--- src/rtl/arith_pkg.sv ---
// Shared definitions for the bit-serial arithmetic blocks that sit beside the
// ripple-carry adder in the datapath.
package arith_pkg;

  // Addend width of the companion ripple-carry adder.
  localparam int ADD_W = 8;

  // Bit counter width: it must hold 0 .. ADD_W, which covers ADD_W+1 serial steps.
  localparam int CNT_W = $clog2(ADD_W + 2);

  // Control states of the serial subtractor.
  typedef enum logic [1:0] {
    IDLE  = 2'd0,
    SHIFT = 2'd1,
    DONE  = 2'd2
  } sub_state_t;

endpackage

--- src/rtl/sub_bit_cell.sv ---
// One-bit full subtractor computing a - b - bin.
// The cell is purely combinational. Any block that uses it serially supplies
// and stores the borrow itself.
module sub_bit_cell (
  input  logic a,
  input  logic b,
  input  logic bin,
  output logic d,
  output logic bout
);

  // Difference bit and borrow-out of a single column.
  always_comb begin
    d    = a ^ b ^ bin;
    bout = (~a & b) | (~(a ^ b) & bin);
  end

endmodule

--- src/rtl/serial_subtractor.sv ---
// Bit-serial inverse of the ripple-carry adder. It recovers x = sum - y one bit
// per clock, LSB first, and uses a start/ready/done handshake.
module serial_subtractor
  import arith_pkg::*;
#(
  parameter int W = ADD_W
) (
  input  logic         clk,
  input  logic         reset,
  input  logic         start,
  input  logic [W:0]   sum_in,
  input  logic [W-1:0] y_in,
  output logic         ready,
  output logic         done,
  output logic [W-1:0] x_out,
  output logic         ovf
);

  // The count runs 0 .. W, so W+1 bits are processed.
  localparam int CW = $clog2(W + 2);

  sub_state_t   state_q, state_d;
  logic [W:0]   a_sr_q, a_sr_d;
  logic [W:0]   b_sr_q, b_sr_d;
  // Only the W result bits that end up in x_out are kept here. The top
  // difference bit feeds ovf directly on the final step.
  logic [W-1:0] r_sr_q, r_sr_d;
  logic         borrow_q, borrow_d;
  logic [CW-1:0] count_q, count_d;
  logic [W-1:0] x_out_q, x_out_d;
  logic         ovf_q, ovf_d;

  logic         cell_d, cell_bout;

  sub_bit_cell u_cell (
    .a    (a_sr_q[0]),
    .b    (b_sr_q[0]),
    .bin  (borrow_q),
    .d    (cell_d),
    .bout (cell_bout)
  );

  // Next-state logic: load operands on an accepted start, step one bit per
  // cycle in SHIFT, and capture the result on the last bit.
  always_comb begin
    state_d  = state_q;
    a_sr_d   = a_sr_q;
    b_sr_d   = b_sr_q;
    r_sr_d   = r_sr_q;
    borrow_d = borrow_q;
    count_d  = count_q;
    x_out_d  = x_out_q;
    ovf_d    = ovf_q;
    case (state_q)
      IDLE: begin
        if (start) begin
          a_sr_d   = sum_in;
          b_sr_d   = {1'b0, y_in};
          r_sr_d   = '0;
          borrow_d = 1'b0;
          count_d  = '0;
          state_d  = SHIFT;
        end
      end
      SHIFT: begin
        borrow_d = cell_bout;
        a_sr_d   = {1'b0, a_sr_q[W:1]};
        b_sr_d   = {1'b0, b_sr_q[W:1]};
        count_d  = count_q + 1'b1;
        if (count_q == CW'(W)) begin
          // Bit W of the difference, together with the final borrow, marks a
          // result outside the W-bit range.
          x_out_d = r_sr_q;
          ovf_d   = cell_d | cell_bout;
          state_d = DONE;
        end else begin
          r_sr_d = {cell_d, r_sr_q[W-1:1]};
        end
      end
      DONE: begin
        state_d = IDLE;
      end
      default: begin
        state_d = IDLE;
      end
    endcase
  end

  // State and datapath registers. Reset discards any operation in progress.
  always_ff @(posedge clk or posedge reset) begin
    if (reset) begin
      state_q  <= IDLE;
      a_sr_q   <= '0;
      b_sr_q   <= '0;
      r_sr_q   <= '0;
      borrow_q <= 1'b0;
      count_q  <= '0;
      x_out_q  <= '0;
      ovf_q    <= 1'b0;
    end else begin
      state_q  <= state_d;
      a_sr_q   <= a_sr_d;
      b_sr_q   <= b_sr_d;
      r_sr_q   <= r_sr_d;
      borrow_q <= borrow_d;
      count_q  <= count_d;
      x_out_q  <= x_out_d;
      ovf_q    <= ovf_d;
    end
  end

  // Handshake outputs come straight from the state register.
  always_comb begin
    ready = (state_q == IDLE);
    done  = (state_q == DONE);
    x_out = x_out_q;
    ovf   = ovf_q;
  end

endmodule

--- config.mk ---
export PLATFORM = sky130hd
export DESIGN_NAME = serial_subtractor
export DESIGN_NICKNAME = d
export VERILOG_FILES = /design/src/rtl/arith_pkg.sv /design/src/rtl/sub_bit_cell.sv /design/src/rtl/serial_subtractor.sv
export SDC_FILE = /design/constraint.sdc
export NUM_CORES = 1
export LEC_CHECK = 0
export ABC_AREA = 1
export BUFFER_PORTS_ARGS = -buffer_cell sky130_fd_sc_hd__buf_2
export CAP_MARGIN = 15
export CORE_MARGIN = 5
export CORE_UTILIZATION = 45
export CTS_CLUSTER_SIZE = 12
export DETAILED_ROUTE_END_ITERATION = 8
export PLACE_DENSITY = 0.71
export SYNTH_ARGS = -nofsm -noshare
export SYNTH_HDL_FRONTEND = slang
export SYNTH_SLANG_ARGS = --single-unit
--- constraint.sdc ---
create_clock -name clk -period 2 [get_ports clk]
set_clock_uncertainty 0.15 [all_clocks]
set_input_delay 0.2 -clock clk [delete_from_list [all_inputs] [get_ports clk]]
set_output_delay 0.2 -clock clk [all_outputs]
set_load 0.02 [all_outputs]
==> results of run 1 <==
power by group through the flow:
stage / Sequential (mW) / Combinational, mW / Clock, mW
floorplan: 1.49 / 1.11 / 0
global placement: 1.42 / 1.42 / 0
detailed placement: 1.44 / 1.46 / 0
CTS: 1.42 / 1.47 / 0.720
global route: 1.47 / 1.67 / 0.753
finish: 1.42 / 1.44 / 0.699
metal layers:
layer	track usage (%)	vias to the layer above
met4	4.12	0
li1	-	850
met1	18.8	753
met5	0	-
met3	4.68	7
met2	22.0	38
cells in the mapped netlist:
cell type,count,area (um2)
sky130_fd_sc_hd__nor2_4,2,22.5
sky130_fd_sc_hd__dfrtp_1,41,1030
sky130_fd_sc_hd__buf_8,2,30.0
sky130_fd_sc_hd__nand2_4,2,22.5
sky130_fd_sc_hd__nand2_8,1,20.0
sky130_fd_sc_hd__nand3_2,2,20.0
sky130_fd_sc_hd__ha_1,2,25.0
sky130_fd_sc_hd__nand4_1,9,56.3
sky130_fd_sc_hd__fa_1,1,20.0
sky130_fd_sc_hd__nand2_2,2,12.5
sky130_fd_sc_hd__o21ai_0,4,20.0
sky130_fd_sc_hd__buf_2,4,20.0
sky130_fd_sc_hd__nor2_1,3,11.3
sky130_fd_sc_hd__nand3_1,45,225
sky130_fd_sc_hd__inv_4,1,6.26
sky130_fd_sc_hd__nand2_1,106,398
sky130_fd_sc_hd__inv_1,10,37.5
sky130_fd_sc_hd__buf_4,3,22.5
sky130_fd_sc_hd__or2_2,1,6.26
sky130_fd_sc_hd__buf_6,2,22.5
cell type report:
type / instances / area [um2]
Clock buffer: 6 / 82.6
Timing Repair Buffer: 36 / 203
Tap cell: 52 / 65.1
Multi-Input combinational cell: 180 / 860
Fill cell: 419 / 2040
Sequential cell: 41 / 1030
Clock inverter: 2 / 37.5
Inverter: 11 / 43.8
timing repair:
item | CTS | global route
hold endpoints to repair | 43 | 0
endpoints found under the setup margin | 0 | 0
gates resized for setup | 0 | 0
hold buffers | 3 | 0
final timing paths:
| path | from | to | slack, ns | cells after the start |
|---|---|---|---|---|
| max | state_q[1] | done | 0.35 | 3 |
| min | y_in[2] | b_sr_q[2] | 0.03 | 5 |
| max reg2reg | state_q[1] | x_out[3] | 0.38 | 5 |
| min reg2reg | x_out[0] | x_out[0] | 0.32 | 2 |
| max in group asynchronous | reset | x_out[1] | 0.92 | 4 |
| min in group asynchronous | reset | a_sr_q[5] | 0.41 | 4 |
sequential cells by signal (all words and copies together) (netlist names):
name,flops
count_q,4
state_q,2
r_sr_q,8
ovf,1
x_out,8
borrow_q,1
a_sr_q,9
b_sr_q,8
worst min-delay path, cell delays in order:
cell and delay, ns:
sky130_fd_sc_hd__buf_2 0.07, sky130_fd_sc_hd__nand2_1 0.04, sky130_fd_sc_hd__nand2_1 0.05, sky130_fd_sc_hd__nand2_1 0.04
sky130_fd_sc_hd__nand2_1 0.04
through the flow:
stage	hold slack (ns)	util (%)	power (mW)	setup slack, ns	instance area [um2]
3_5_place_dp	0.203	49.8	2.90	0.380	2170
2_1_floorplan	0.160	-	2.60	0.515	2020
5_1_grt	0.0395	53.2	3.90	0.238	2320
4_1_cts	0.0209	53.2	3.61	0.324	2320
6_report	0.0306	53.2	3.56	0.352	2320
3_3_place_gp	0.201	49.8	2.84	0.451	2170
cell families after synthesis:
logic type                 after synthesis
DFF                                     41
buffers and inverters                   22
AOI/OAI and AO/OA                        4
and+or+nand+nor                        173
adders and majority gates                3
==> impl_table.tex, run 1 <==
\begin{tabular}{lr}
\hline
Metric & Value \\
\hline
\multicolumn{2}{l}{\textbf{Logic synthesis}} \\
\quad Post-synthesis net count & 266 \\
\quad Dominant combinational cell family by area after synthesis & simple AND/OR/NAND/NOR gates \\
\quad Compound-cell area share of the yosys netlist & 0.989\% \\
\quad Post-synthesis average cell area & 8.33 um2 \\
\quad Count of warnings emitted by yosys & 0 \\
\quad Synthesized-area fraction occupied by and/or/nand/nor cells & 39.2\% \\
\quad Number of distinct standard cells referenced by the synthesized netlist & 20 \\
\quad Synth Cell Area & 0.00202 mm2 \\
\quad Mapped Cells & 243 \\
\quad Adder and majority cell fraction of the synthesized area & 2.22\% \\
\quad Multiplexer area fraction after synthesis & 0\% \\
\quad Register area share after synthesis & 50.7\% \\
\quad Synthesized-area fraction occupied by xor and xnor cells & 0\% \\
\quad Synth Register Bits & 41 \\
\multicolumn{2}{l}{\textbf{Floorplanning}} \\
\quad Die ar. & 0.00594 mm2 \\
\quad Initial Util & 46.5\% \\
\quad FP Rows & 24 \\
\quad Die boundary width & 77.1 um \\
\quad Area of the core & 0.00435 mm2 \\
\quad Chip height & 77.1 um \\
\quad \# IOs & 31 \\
\multicolumn{2}{l}{\textbf{Cells and area}} \\
\quad Most frequent cells in the layout & sky130\_fd\_sc\_hd\_\_nand2\_1 (106), sky130\_fd\_sc\_hd\_\_nand3\_1 (45), sky130\_fd\_sc\_hd\_\_dfrtp\_1 (41) \\
\quad Number of inserted diodes & 0 \\
\quad Fraction of final layout cells with drive strength greater than 1 & 18.8\% \\
\quad Post-layout nets & 298 \\
\quad Number of standard cells in the final layout excluding fillers & 328 \\
\quad Syn-to-layout area delta & 14.5\% \\
\quad Most frequent standard cell in the layout excluding fill and tap cells & sky130\_fd\_sc\_hd\_\_nand2\_1 \\
\multicolumn{2}{l}{\textbf{Power and ir drop}} \\
\quad Share of total power in the clock network & 19.6\% \\
\quad Net switching power & 1.46 mW \\
\quad Leakage Power & 1.29 nW \\
\quad Proportion of power drawn by combinational gates & 40.5\% \\
\quad Internal cell power & 2.11 mW \\
\quad Switching share of power & 40.9\% \\
\quad Power per cell area & 1540 mW/mm2 \\
\quad Maximum vdd ir drop & 0.761 mV \\
\quad Share of power burned in registers & 39.9\% \\
\multicolumn{2}{l}{\textbf{Detailed routing}} \\
\quad Met2 Routed Length & 1820 um \\
\quad Total vias in the final route & 1,648 \\
\quad Highest metal layer used by the detailed router & met4 \\
\quad Met3 WL & 205 um \\
\quad Drt total wl & 4040 um \\
\quad DRC violation total after the first TritonRoute iteration & 101 \\
\quad Per-cell via count in the routed design & 5.02 \\
\quad Number of iterations in the first detailed-routing pass & 4 \\
\quad Avg WL per Cell & 12.3 um \\
\quad Post-route DRC violation count & 0 \\
\quad DRT met1 WL & 1950 um \\
\quad Remaining antenna violation count & 0 \\
\multicolumn{2}{l}{\textbf{CTS}} \\
\quad Buffers inserted during post-CTS setup optimization & 0 \\
\quad Clk\_lat worst skew & 0.29 ns \\
\quad Num CTS Buffers & 5 \\
\quad H-tree depth reported by CTS & 2 \\
\quad CTS Buffer Depth & 2 \\
\quad Clock tree from TritonCTS & done \\
\quad Clock-pin slew reported for the worst setup and hold paths after clock tree synthesis & 0.08 ns \\
\quad Root Driver & sky130\_fd\_sc\_hd\_\_clkbuf\_8 \\
\quad Clock sink total & 41 \\
\multicolumn{2}{l}{\textbf{Run status}} \\
\quad Run status & completed \\
\multicolumn{2}{l}{\textbf{STA}} \\
\quad Final worst path period need & 1.65 ns \\
\quad Final number of hold-violating endpoints & 0 \\
\quad Max-slew headroom & 65.3\% \\
\quad Fin crit share & 82.4\% \\
\quad Slew at the pin closest to its max-slew limit & 0.520 ns \\
\quad RSZ-0062 raised after global routing & no \\
\quad Timing-limited maximum frequency & 607 MHz \\
\quad Total negative slack & 0 ns \\
\quad Number of slew-limit violations in the final report & 0 \\
\quad Final setup fails & 0 \\
\multicolumn{2}{l}{\textbf{Placement}} \\
\quad Post-DP HPWL & 2640 um \\
\quad Placed cells & 317 \\
\quad Final RePlAce weighted congestion & 0.764 \\
\quad Count of buffers from port buffering & 30 \\
\multicolumn{2}{l}{\textbf{Global routing}} \\
\quad Largest net degree at the start of global routing & 42 \\
\quad Wire length of the first global-routing pass & 6940 um \\
\quad Initial antenna violation count & 0 \\
\quad Global-route usage over all layers & 14.1\% \\
\quad Vias in the first global route & 1,514 \\
\quad Residual overflow from global routing & 0 \\
\multicolumn{2}{l}{\textbf{Worst setup path}} \\
\quad Cell with the biggest individual delay on the critical path & sky130\_fd\_sc\_hd\_\_dfrtp\_1 \\
\quad Family with the most delay on the worst path & buffers and inverters \\
\quad Highest cell delay on the worst timing path & 0.45 ns \\
\quad Endpoint class of the critical path & output port \\
\quad Worst Path Max Fanout & 26 \\
\quad Startpoint type of the worst setup path & flop \\
\quad CP Cell Sequence & inv\_4 > nor2\_1 > buf\_2 \\
\quad Critical path class & reg2out \\
\quad Number of buffer and inverter stages on the critical path & 2 \\
\quad Crit path arrival time & 1.30 ns \\
\quad Required time at the worst-slack endpoint & 1.65 ns \\
\multicolumn{2}{l}{\textbf{Min path}} \\
\quad Path type of the worst min-delay path & in2reg \\
\multicolumn{2}{l}{\textbf{Job}} \\
\quad Total of max-cap violations & 0 \\
\hline
\end{tabular}
Power figures use the tool's default switching activity.
==> run 2, diff against run 1 <==
--- a/config.mk
+++ b/config.mk
@@ -5,14 +5,14 @@
 export SDC_FILE = /design/constraint.sdc
 export NUM_CORES = 1
 export LEC_CHECK = 0
-export ABC_AREA = 1
+export ABC_AREA = 0
 export BUFFER_PORTS_ARGS = -buffer_cell sky130_fd_sc_hd__buf_2
 export CAP_MARGIN = 15
 export CORE_MARGIN = 5
 export CORE_UTILIZATION = 45
 export CTS_CLUSTER_SIZE = 12
 export DETAILED_ROUTE_END_ITERATION = 8
-export PLACE_DENSITY = 0.71
+export PLACE_DENSITY = 0.73
 export SYNTH_ARGS = -nofsm -noshare
 export SYNTH_HDL_FRONTEND = slang
 export SYNTH_SLANG_ARGS = --single-unit
==> constraint.sdc (replaced) <==
create_clock -name clk -period 1.5 [get_ports clk]
set_clock_uncertainty 0.15 [all_clocks]
set_input_delay 0.15 -clock clk [delete_from_list [all_inputs] [get_ports clk]]
set_output_delay 0.15 -clock clk [all_outputs]
set_load 0.02 [all_outputs]
==> impl_table.tex, run 2 <==
\begin{tabular}{lr}
\hline
Metric & Value \\
\hline
\multicolumn{2}{l}{\textbf{Worst setup path}} \\
\quad Critical path class & reg2reg \\
\quad Launching instance or port of the critical path & count\_q[0] \\
\quad Worst Path Max Fanout & 5 (-81\%) \\
\quad Required time at the worst-slack endpoint & 1.52 ns (-0.13 ns) \\
\quad Endpoint class of the critical path & flop \\
\quad Crit path arrival time & 1.60 ns (+0.30 ns) \\
\quad Beginning of the worst register-to-register path & count\_q[0] \\
\quad Startpoint type of the worst setup path & flop \\
\multicolumn{2}{l}{\textbf{Floorplanning}} \\
\quad Area of the core & 0.00409 mm2 (-6.1\%) \\
\quad \# IOs & 31 (unchanged) \\
\quad Die ar. & 0.00568 mm2 (-4.3\%) \\
\quad Initial Util & 47.1\% (+0.60 points) \\
\quad Die boundary width & 75.4 um (-2.2\%) \\
\quad FP Rows & 23 (-4.2\%) \\
\quad Chip height & 75.4 um (-2.2\%) \\
\multicolumn{2}{l}{\textbf{STA}} \\
\quad Timing-limited maximum frequency & 636 MHz \\
\quad Final worst path period need & 1.57 ns \\
\quad Final number of hold-violating endpoints & 0 (unchanged) \\
\quad Max-slew headroom & 66.5\% (+1.2 points) \\
\quad Fin crit share & 105\% \\
\quad Number of slew-limit violations in the final report & 0 (unchanged) \\
\quad RSZ-0062 raised after global routing & yes \\
\quad Final WS setup & -0.0718 ns (-0.424 ns) \\
\quad Hold WS & 0.00816 ns (-0.0224 ns) \\
\quad Slew at the pin closest to its max-slew limit & 0.502 ns (-0.0179 ns) \\
\quad Final setup fails & 17 (+17) \\
\multicolumn{2}{l}{\textbf{Run status}} \\
\quad Failing checks & negative setup slack \\
\quad Run status & finished, violations left \\
\multicolumn{2}{l}{\textbf{Cells and area}} \\
\quad Max FFs per register & 9 (unchanged) \\
\quad Number of standard cells in the final layout excluding fillers & 265 (-19\%) \\
\quad Register containing the most flip-flops in the final layout & a\_sr\_q \\
\quad Most frequent cells in the layout & sky130\_fd\_sc\_hd\_\_dfrtp\_1 (39), sky130\_fd\_sc\_hd\_\_buf\_2 (28), sky130\_fd\_sc\_hd\_\_nand2\_1 (26) \\
\quad Number of inserted diodes & 0 (unchanged) \\
\quad Post-layout nets & 237 (-20\%) \\
\quad Syn-to-layout area delta & 22.2\% \\
\quad Fraction of final layout cells with drive strength greater than 1 & 34.4\% (+16 points) \\
\quad Most frequent standard cell in the layout excluding fill and tap cells & sky130\_fd\_sc\_hd\_\_dfrtp\_1 \\
\multicolumn{2}{l}{\textbf{Logic synthesis}} \\
\quad Top\_reg\_cell synth & sky130\_fd\_sc\_hd\_\_dfrtp\_1 \\
\quad Synth Register Bits & 41 (unchanged) \\
\quad Count of warnings emitted by yosys & 0 (unchanged) \\
\quad Mapped Cells & 165 (-32\%) \\
\quad Library cell occupying the most area in the post-synthesis netlist & sky130\_fd\_sc\_hd\_\_dfrtp\_1 \\
\quad Area fraction of the dominant cell type after synthesis & 53.3\% (+2.6 points) \\
\quad Proportion of synthesized flip-flops having asynchronous set or reset & 100\% (unchanged) \\
\quad Synth top area cells & sky130\_fd\_sc\_hd\_\_dfrtp\_1 (53\%), sky130\_fd\_sc\_hd\_\_mux2i\_1 (11\%), sky130\_fd\_sc\_hd\_\_mux2\_4 (7.8\%) \\
\quad Synth Cell Area & 0.00192 mm2 (-4.9\%) \\
\quad Number of distinct standard cells referenced by the synthesized netlist & 26 (+30\%) \\
\quad Post-synthesis average cell area & 11.7 um2 (+40\%) \\
\quad Register area share after synthesis & 53.3\% (+2.6 points) \\
\quad Leading post-synthesis cells by instance count & sky130\_fd\_sc\_hd\_\_dfrtp\_1 (41), sky130\_fd\_sc\_hd\_\_nand2\_1 (26), sky130\_fd\_sc\_hd\_\_mux2i\_1 (22) \\
\quad Most numerous cell in the Yosys netlist & sky130\_fd\_sc\_hd\_\_dfrtp\_1 \\
\quad Number of flops mapped to enable cells by yosys & 0 (unchanged) \\
\quad Post-synthesis net count & 188 (-29\%) \\
\multicolumn{2}{l}{\textbf{Global routing}} \\
\quad Global-route usage over all layers & 13.6\% (-0.52 points) \\
\quad Largest net degree at the start of global routing & 42 (unchanged) \\
\quad Most Crowded Layer GR & met2 \\
\quad Initial antenna violation count & 0 (unchanged) \\
\quad Residual overflow from global routing & 0 (unchanged) \\
\quad Wire length of the first global-routing pass & 5880 um (-15\%) \\
\quad GR Util met2 & 20.8\% (-1.2 points) \\
\quad Met1 Use GR & 18.8\% (-0.046 points) \\
\quad Grt met3 use & 4.09\% (-0.59 points) \\
\quad Vias in the first global route & 1,313 (-13\%) \\
\multicolumn{2}{l}{\textbf{Detailed routing}} \\
\quad Remaining antenna violation count & 0 (unchanged) \\
\quad Avg WL per Cell & 13.1 um (+6.2\%) \\
\quad Post-route DRC violation count & 0 (unchanged) \\
\quad Per-cell via count in the routed design & 4.83 (-3.8\%) \\
\quad DRC violation total after the first TritonRoute iteration & 27 (-73\%) \\
\quad Number of iterations in the first detailed-routing pass & 4 (unchanged) \\
\quad Total vias in the final route & 1,281 (-22\%) \\
\quad Drt total wl & 3460 um (-14\%) \\
\multicolumn{2}{l}{\textbf{Placement}} \\
\quad Post-DP HPWL & 2410 um (-8.7\%) \\
\quad Final RePlAce weighted congestion & 0.735 (-3.9\%) \\
\quad Count of buffers from port buffering & 30 (unchanged) \\
\quad Worst slack at placement & -0.108 ns (-0.488 ns) \\
\quad Placed cells & 250 (-21\%) \\
\multicolumn{2}{l}{\textbf{Job}} \\
\quad Total of max-cap violations & 0 (unchanged) \\
\multicolumn{2}{l}{\textbf{CTS}} \\
\quad Num CTS Buffers & 5 (unchanged) \\
\quad H-tree depth reported by CTS & 2 (unchanged) \\
\quad Clock sink total & 41 (unchanged) \\
\quad Clock tree from TritonCTS & done \\
\quad Clock-pin slew reported for the worst setup and hold paths after clock tree synthesis & 0.07 ns (about the same) \\
\quad Root Driver & sky130\_fd\_sc\_hd\_\_clkbuf\_8 \\
\quad CTS Buffer Depth & 2 (unchanged) \\
\quad Clk\_lat worst skew & 0.29 ns (about the same) \\
\multicolumn{2}{l}{\textbf{Power and ir drop}} \\
\quad Net switching power & 1.77 mW (+21\%) \\
\quad Leakage Power & 1.17 nW (-9.6\%) \\
\quad Maximum vdd ir drop & 0.916 mV (+20\%) \\
\quad Internal cell power & 3.19 mW (+51\%) \\
\quad Share of total power in the clock network & 13.7\% (-5.9 points) \\
\quad Power per cell area & 2110 mW/mm2 (+37\%) \\
\quad Proportion of power drawn by combinational gates & 48.4\% (+7.9 points) \\
\quad Switching share of power & 35.6\% (-5.2 points) \\
\quad Share of power burned in registers & 37.9\% (-2.0 points) \\
\quad Sum of internal, switching and leakage power & 4.96 mW (+39\%) \\
\multicolumn{2}{l}{\textbf{Min path}} \\
\quad Min-delay src & sum\_in[3] \\
\quad Path type of the worst min-delay path & in2reg \\
\hline
\end{tabular}
[run 2: cell count changes in the layout (fill, tap and decap cells not counted), sizes merged, moves of 3 or more]
cell,before,now
nand3,47,3
nor2b,0,4
buf,33,48
a22o,0,3
nand2,111,26
mux2,0,11
o21ai,4,18
mux2i,0,22
nand4,9,0
[run 2: timing repair]
action                     4_1_cts  5_1_grt
setup buffers                    3        1
pin swaps                        2        0
setup endpoints to repair       17       36
hold endpoints to repair        42        0
hold buffers                     2        0
cloned                           1        0
gates resized for setup          5        6
[run 2: final timing paths]
check / endpoint / slack, ns / cells past startpoint
max: x_out[2] / -0.07 / 5
min: a_sr_q[3] / 0.008 / 3
max reg2reg: x_out[2] / -0.07 / 5
min reg2reg: a_sr_q[1] / 0.33 / 2
max in group asynchronous: state_q[1] / 0.45 / 4
min in group asynchronous: x_out[4] / 0.37 / 4
[run 2: area by class of cell]
cell class,count,area (um2)
Fill cell,368,1730
Sequential cell,41,1030
Multi-Input combinational cell,104,802
Timing Repair Buffer,50,334
Clock buffer,8,80.1
Tap cell,50,62.6
Inverter,12,45.0
[run 2: worst max-delay path, stage by stage (launching register included)]
cell,delay (ns)
sky130_fd_sc_hd__dfrtp_1,0.38
sky130_fd_sc_hd__inv_1,0.07
sky130_fd_sc_hd__ha_2,0.15
sky130_fd_sc_hd__and3b_2,0.20
sky130_fd_sc_hd__and2_4,0.21
sky130_fd_sc_hd__mux2_4,0.30
[run 2: per-stage QoR]
stage               util (%)  TNS [ns]  area (um2)
finish                  57.6     -1.02        2350
global route            57.6     -2.09        2350
floorplan                  -    -0.880        1930
CTS                     56.9     -1.14        2330
detailed placement      53.4     -1.09        2180
global placement        53.4    -0.477        2180
[run 2: layer usage]
metal	share of wire (%)	wire length, um
met5	0	0
met3	5.4	186
met1	47	1620
met2	47	1610
met4	1.3	46
[run 2: power groups by stage]
stage,clock (mW),combinational (mW),sequential (mW)
after CTS,0.703,2.38,1.88
after global routing,0.758,2.66,1.95
after floorplan,0,1.61,1.96
final,0.681,2.40,1.88
after global placement,0,2.21,1.88
after detailed placement,0,2.29,1.90
[run 2: cell families (layout without fill, tap and decap cells)]
kind of cell | count (synthesis) | after routing | share of synthesized area (%)
fa+ha+maj | 3 | 3 | 2.34
compound gates | 25 | 25 | 7.93
mux | 33 | 33 | 19.8
flops | 41 | 41 | 53.3
simple gates | 42 | 43 | 10.4
buf+inv | 21 | 70 | 6.18
